--- config.mk ---
export PLATFORM = sky130hd
export DESIGN_NAME = fsm_channel_scheduler
export DESIGN_NICKNAME = d
export VERILOG_FILES = /design/src/rtl/fsm_channel_scheduler.sv
export SDC_FILE = /design/constraint.sdc
export NUM_CORES = 1
export LEC_CHECK = 0
export CAP_MARGIN = 10
export CORE_MARGIN = 2
export CORE_UTILIZATION = 51
export CTS_CLUSTER_SIZE = 25
export DETAILED_ROUTE_END_ITERATION = 6
export PLACE_DENSITY = 0.85
export SYNTH_ARGS = -nofsm -noshare
export SYNTH_HDL_FRONTEND = slang
export SYNTH_SLANG_ARGS = --single-unit
--- constraint.sdc ---
create_clock -name clk -period 7.3 [get_ports clk]
set_input_delay 1.46 -clock clk [delete_from_list [all_inputs] [get_ports clk]]
set_output_delay 1.46 -clock clk [all_outputs]
set_load 0.01 [all_outputs]
--- src/rtl/fsm_channel_scheduler.sv ---
// Round-robin scheduler sharing one A-F sequence detector
// next-state datapath across NUM_CH channels.
module fsm_channel_scheduler #(
  parameter int NUM_CH = 4,
  parameter int CH_W   = $clog2(NUM_CH)
) (
  input  logic                  clk,
  input  logic                  areset,
  input  logic                  en,
  input  logic [NUM_CH-1:0]     clr,
  input  logic [NUM_CH-1:0]     req_valid,
  input  logic [NUM_CH-1:0]     req_w,
  output logic [NUM_CH-1:0]     req_ready,
  output logic                  out_valid,
  output logic [CH_W-1:0]       out_ch,
  output logic [2:0]            out_state,
  output logic                  out_z,
  output logic [3*NUM_CH-1:0]   state_flat
);

  typedef enum logic [2:0] {
    ST_A = 3'd0,
    ST_B = 3'd1,
    ST_C = 3'd2,
    ST_D = 3'd3,
    ST_E = 3'd4,
    ST_F = 3'd5
  } st_e;

  function automatic logic [2:0] nxt(
    input logic [2:0] s,
    input logic       w
  );
    case (s)
      ST_A:    nxt = w ? ST_A : ST_B;
      ST_B:    nxt = w ? ST_D : ST_C;
      ST_C:    nxt = w ? ST_D : ST_E;
      ST_D:    nxt = w ? ST_A : ST_F;
      ST_E:    nxt = w ? ST_D : ST_E;
      ST_F:    nxt = w ? ST_D : ST_C;
      default: nxt = ST_A;
    endcase
  endfunction

  logic [2:0]        st [NUM_CH];
  logic [CH_W-1:0]   rr;
  logic [NUM_CH-1:0] elig;
  logic              gnt;
  logic [CH_W-1:0]   gidx;
  logic [CH_W:0]     idx;
  logic [CH_W-1:0]   rr_nxt;
  logic [2:0]        ns;
  logic              nz;

  // Reset also blanks eligibility so req_ready stays low during reset.
  assign elig = {NUM_CH{en & ~areset}} & req_valid & ~clr;

  always_comb begin
    gnt  = 1'b0;
    gidx = '0;
    idx  = '0;
    for (int k = 0; k < NUM_CH; k++) begin
      idx = {1'b0, rr} + (CH_W+1)'(k);
      if (idx >= (CH_W+1)'(NUM_CH))
        idx = idx - (CH_W+1)'(NUM_CH);
      if (!gnt && elig[idx[CH_W-1:0]]) begin
        gnt  = 1'b1;
        gidx = idx[CH_W-1:0];
      end
    end
  end

  always_comb begin
    req_ready = '0;
    if (gnt)
      req_ready[gidx] = 1'b1;
  end

  assign rr_nxt = (gidx == CH_W'(NUM_CH-1)) ?
                  '0 : gidx + CH_W'(1);
  assign ns     = nxt(st[gidx], req_w[gidx]);
  assign nz     = (ns == ST_E) || (ns == ST_F);

  always_ff @(posedge clk or posedge areset) begin
    if (areset) begin
      for (int i = 0; i < NUM_CH; i++)
        st[i] <= ST_A;
      rr <= '0;
    end else begin
      for (int i = 0; i < NUM_CH; i++) begin
        if (clr[i])
          st[i] <= ST_A;
        else if (gnt && gidx == CH_W'(i))
          st[i] <= ns;
      end
      if (gnt)
        rr <= rr_nxt;
    end
  end

  always_ff @(posedge clk or posedge areset) begin
    if (areset) begin
      out_valid <= 1'b0;
      out_ch    <= '0;
      out_state <= 3'b000;
      out_z     <= 1'b0;
    end else begin
      out_valid <= gnt;
      if (gnt) begin
        out_ch    <= gidx;
        out_state <= ns;
        out_z     <= nz;
      end
    end
  end

  always_comb begin
    state_flat = '0;
    for (int i = 0; i < NUM_CH; i++)
      state_flat[3*i +: 3] = st[i];
  end

endmodule

==> reports/metrics.sh <==
FINAL.SETUP.TNS_NS=0
SYNTH_ENABLE_FLOP_CELLS=0
COMPOUND_CELL_AREA_SHARE_OF_THE_YOSYS_NETLIST_PCT=29.7
DRV_CAP=0
PLACEMENT_ROWS=18
WORSTPATHCELLLIST='clkdlybuf4s50_1 -> nand4bb_1 -> o21ba_1 -> o22ai_2 -> inv_1 -> ha_1 -> nand2_1 -> inv_1 -> clkdlybuf4s50_1'
POWER.IR.VDD_WORST_uV=186
MAIN_COMBINATIONAL_CELL_FAMILY_BY_AREA_AFTER_SYNTHESIS='compound AO/OA/AOI/OAI gates'
SYNTH_MUX_AREA_SHARE_PCT=6.05
DRT_ITER0_MARKERS=27
SYNTHTOLAYOUTAREAGROWTH_PCT=31.8
CTS.ROOT.BUFFER_CELL='sky130_fd_sc_hd__clkbuf_4'
VIA_COUNT=1182
GRT_UTIL_ALL_LAYERS_PCT=24.9
FIRST_GLOBAL_VIAS=1287
SYNTH_TOP_AREA_CELL='sky130_fd_sc_hd__dfrtp_1'
POST_CTS_RESIZED=0
POST_SYNTHESIS_SIMPLE_GATE_AREA_FRACTION_PCT=16.6
SYN-INSTANCE-COUNT=121
YS.WARNINGS.COUNT=0
HPWLAFTERDP_UM=2740
GR-USAGE-MET1_PCT=30.9
POST_SYNTH_FA_HA_MAJ_AREA_FRACTION_PCT=3.72
GRT_PASS1_WL_UM=6120
SYNTH_XOR_XNOR_AREA_SHARE_PCT=0.652
LARGEST_NET_DEGREE_AT_THE_START_OF_GLOBAL_ROUTING=22
NETLIST.AREA_LEADER.SHARE_PCT=39.1
GRT_ANTENNA_BEFORE_REPAIR=0
CTS.CLK_SLEW.WORST_PATHS_NS=0.13
SYNTHTOPCELLSBYAREA='sky130_fd_sc_hd__dfrtp_1 (39%), sky130_fd_sc_hd__o41ai_2 (4.8%), sky130_fd_sc_hd__o21bai_1 (4.5%), sky130_fd_sc_hd__ha_1 (3.7%), sky130_fd_sc_hd__mux4_2 (3.4%)'
CTS.SINKS=21
FP.DIEAREA_MM2=0.00306
TRITONCTS_CLOCK_TREE='built'
MAX_SLEW.WORST_PIN.SLEW_NS=0.793
COMBINATIONAL_FRACTION_OF_DESIGN_POWER_PCT=33.4
P_SW_W=0.000104
YOSYSSEQAREASHARE_PCT=39.1
CLOCK_TREE_BUFFER_DEPTH=2
CRITICAL_PATH.MAX_FANOUT=7
POST_CTS_HOLD_BUFFER_COUNT=0
POST-ROUTE-DRC-COUNT=0
HOLD_VIOL_FINAL=0
UNREPAIRED_SETUP_ENDPOINTS_AFTER_GLOBAL_ROUTING='false'
MAXCLOCKFREQUENCY_MHz=179
DIE_WIDTH_UM=55.3
SYNTH-SEQ-CELLS=21
PLACE_AREA_MM2=0.00174
DIE_HEIGHT_UM=55.3
REQUIRED_NS=5.84
LAYOUT-DRIVE-GT1-SHARE_PCT=15.0
P_INT_W=0.000200
POWER_LEAKAGE_nW=0.777
ROUTE.DETAILED.VIAS_PER_INST=6.22
YOSYS.CELL_TYPES.COUNT=42
CRITICAL-PATH-MAX-STAGE-DELAY_NS=0.53
REG2REG_DEPTH=7
GLOBAL_ROUTE.PEAK_USAGE_LAYER='met2'
END_KIND='primary output'
PART_OF_THE_CYCLE_THE_WORST_PATH_NEEDS_PCT=76.4
FINISH.INSTANCE_AREA_MM2=0.00177
INITIAL_UTILIZATION_PCT=54.2
REPORT.FINAL.SLEW_VIOL_COUNT=0
CRITICAL_PATH_ARRIVAL_NS=4.12
WORST_HOLD_DEPTH=2
FIRSTDRTPASSITERS=4
ANTENNADIODECOUNT=0
TIMING_WORST_SETUP_PATH_TYPE='in2out'
CRIT_PATH_TOP_DELAY_CELL='sky130_fd_sc_hd__clkdlybuf4s50_1'
FINAL_ANTENNA_NET_COUNT=0
SYNTH_ASYNC_SR_FLOP_SHARE_PCT=100
MET2_USAGE_PCT=42.5
NETS=180
POWER_FRAC_CLOCK_PCT=19.5
POSTCTSSETUPREPAIRBUFS=0
CTS_MADE_BUFFERS=3
RUN_STATUS='complete, no violations'
POWER.DENSITY_CELL_AREA_mW_PER_MM2=171
SYNTH_AREA_PER_CELL_UM2=11.1
DESIGN.PORTCOUNT=38
CRITICAL_PATH.STARTPOINT_TYPE='input pin'
FIN_CRIT_NS=5.58
GPL.FINAL_WEIGHTED_CONGESTION=0.866
SEQ_POWER_SHARE_PCT=47.1
ROUTED_WIRELENGTH_UM=3570
WORST_SLEW_MARGIN_REL_PCT=47.0
NETSWITCHINGFRACTION_PCT=34.1
TIMING.CLOCK.SKEW_NS=0.00868
SYNTHFLOPTYPE='sky130_fd_sc_hd__dfrtp_1'
SETUP_VIOL=0
CLK-INSERTION-DELAY-LATE_NS=0.32
CLOCK_TREE.HTREE_LEVEL_COUNT=1
HOLD_PATH_CLASS='reg2reg'
PLACEMENT.IO_BUFFERS=37
GRTUSAGEMET3_PCT=4.22
SYN-CELL-AREA_MM2=0.00134
ROUTED_WIRE_LENGTH_PER_INSTANCE_UM=18.8
OVERFLOW_AFTER_GRT=0
SYNTH_NETS=140
CORE_AREA_MM2=0.00248
## state kept, by name (all words and copies together) (netlist names)
signal      count
rr              2
state_flat     12
out_ch          2
out_z           1
out_valid       1
out_state       3
## routing by layer
| metal | wire [um] | vias to the layer above | part of all wire, % |
|---|---|---|---|
| li1 | - | 548 | - |
| met1 | 1530 | 575 | 43 |
| met2 | 1780 | 51 | 50 |
| met3 | 200 | 8 | 5.6 |
| met4 | 62 | 0 | 1.7 |
| met5 | 0 | - | 0 |
## worst paths after layout
path	start	endpoint	slack [ns]
worst max-delay path	clr[0]	req_ready[2]	1.72
worst min-delay path	out_z$_DFFE_PP0P_	out_z$_DFFE_PP0P_	0.50
worst max register to register	rr[0]$_DFFE_PP0P_	state_flat[6]$_DFFE_PP0P_	4.62
worst min register to register	out_z$_DFFE_PP0P_	out_z$_DFFE_PP0P_	0.50
max in group asynchronous	areset	out_valid$_DFF_PP0_	5.13
min in group asynchronous	areset	state_flat[5]$_DFFE_PP0P_	1.67
## power by group through the flow
stage | clock (W) | sequential (W) | combinational [W]
after detailed placement | 0 | 0.000146 | 0.000101
after floorplan | 0 | 0.000148 | 0.0000515
after global routing | 0.0000649 | 0.000146 | 0.000110
after global placement | 0 | 0.000145 | 0.0000985
final | 0.0000592 | 0.000143 | 0.000101
after CTS | 0.0000595 | 0.000143 | 0.000101
## cell families after synthesis
logic type                 count (synthesis)
muxes                                      5
xor gates and xnor gates                   1
adders and majority gates                  4
AOI/OAI and AO/OA                         43
buffers and inverters                     14
and+or+nand+nor                           33
DFF                                       21
## cells in the final DEF (no fill, tap or decap), drive strengths merged
cell type / Yosys / layout
and4bb: 2 / 2
mux2: 2 / 2
o21ba: 1 / 1
ha: 4 / 4
nand2: 12 / 12
or2b: 1 / 1
a41oi: 5 / 5
clkdlybuf4s50: 0 / 37
nand3b: 4 / 4
a22oi: 1 / 1
mux4: 2 / 2
a21oi: 1 / 1
or3b: 1 / 1
a211oi: 1 / 1
nand4bb: 2 / 2
nor2: 3 / 3
o211ai: 4 / 4
o21ai: 3 / 3
and2: 2 / 2
and4b: 1 / 1
a32oi: 1 / 1
o221ai: 4 / 4
inv: 12 / 12
o22ai: 4 / 4
clkbuf: 1 / 3
mux2i: 1 / 1
a31oi: 5 / 5
nand3: 2 / 2
or2: 1 / 1
clkinv: 0 / 1
or3: 2 / 2
o41ai: 4 / 4
xnor2: 1 / 1
dfrtp: 21 / 21
o21bai: 9 / 9
## cells in the mapped netlist (3+ instances only)
master / number
sky130_fd_sc_hd__nand2_1: 12
sky130_fd_sc_hd__o21bai_1: 8
sky130_fd_sc_hd__o41ai_2: 4
sky130_fd_sc_hd__inv_1: 11
sky130_fd_sc_hd__a41oi_1: 5
sky130_fd_sc_hd__dfrtp_1: 21
sky130_fd_sc_hd__o221ai_1: 4
sky130_fd_sc_hd__o211ai_1: 4
sky130_fd_sc_hd__nand3b_1: 3
sky130_fd_sc_hd__nor2_1: 3
sky130_fd_sc_hd__ha_1: 4
sky130_fd_sc_hd__a31oi_1: 5
## layout make-up
type	count	area (um^2)
multi-input combinational	86	762
inverter	12	47.5
tap	30	37.5
sequential	21	526
fill	192	707
clock inverter	1	5.00
clock buffer	3	22.5
timing repair buffer	37	370
## through the flow
step | total power (W) | hold WS [ns] | utilization, % | std cells | worst slack, ns
finish | 0.000304 | 0.502 | 71.5 | 190 | 1.72
global route | 0.000320 | 0.549 | 71.5 | 190 | 1.52
CTS | 0.000304 | 0.509 | 71.5 | 190 | 1.73
detailed placement | 0.000247 | 0.478 | 70.4 | 186 | 1.74
global placement | 0.000243 | 0.459 | 70.4 | 186 | 1.81
floorplan | 0.000200 | 0.511 | - | 121 | 3.05
## worst max-delay path, delay by kind of cell
kind | cells | cell delay, ns
AOI/OAI and AO/OA | 2 | 0.58
adders and majority gates | 1 | 0.21
buffers and inverters | 4 | 1.33
and+or+nand+nor | 2 | 0.52
(Power assumes the default switching activity.)
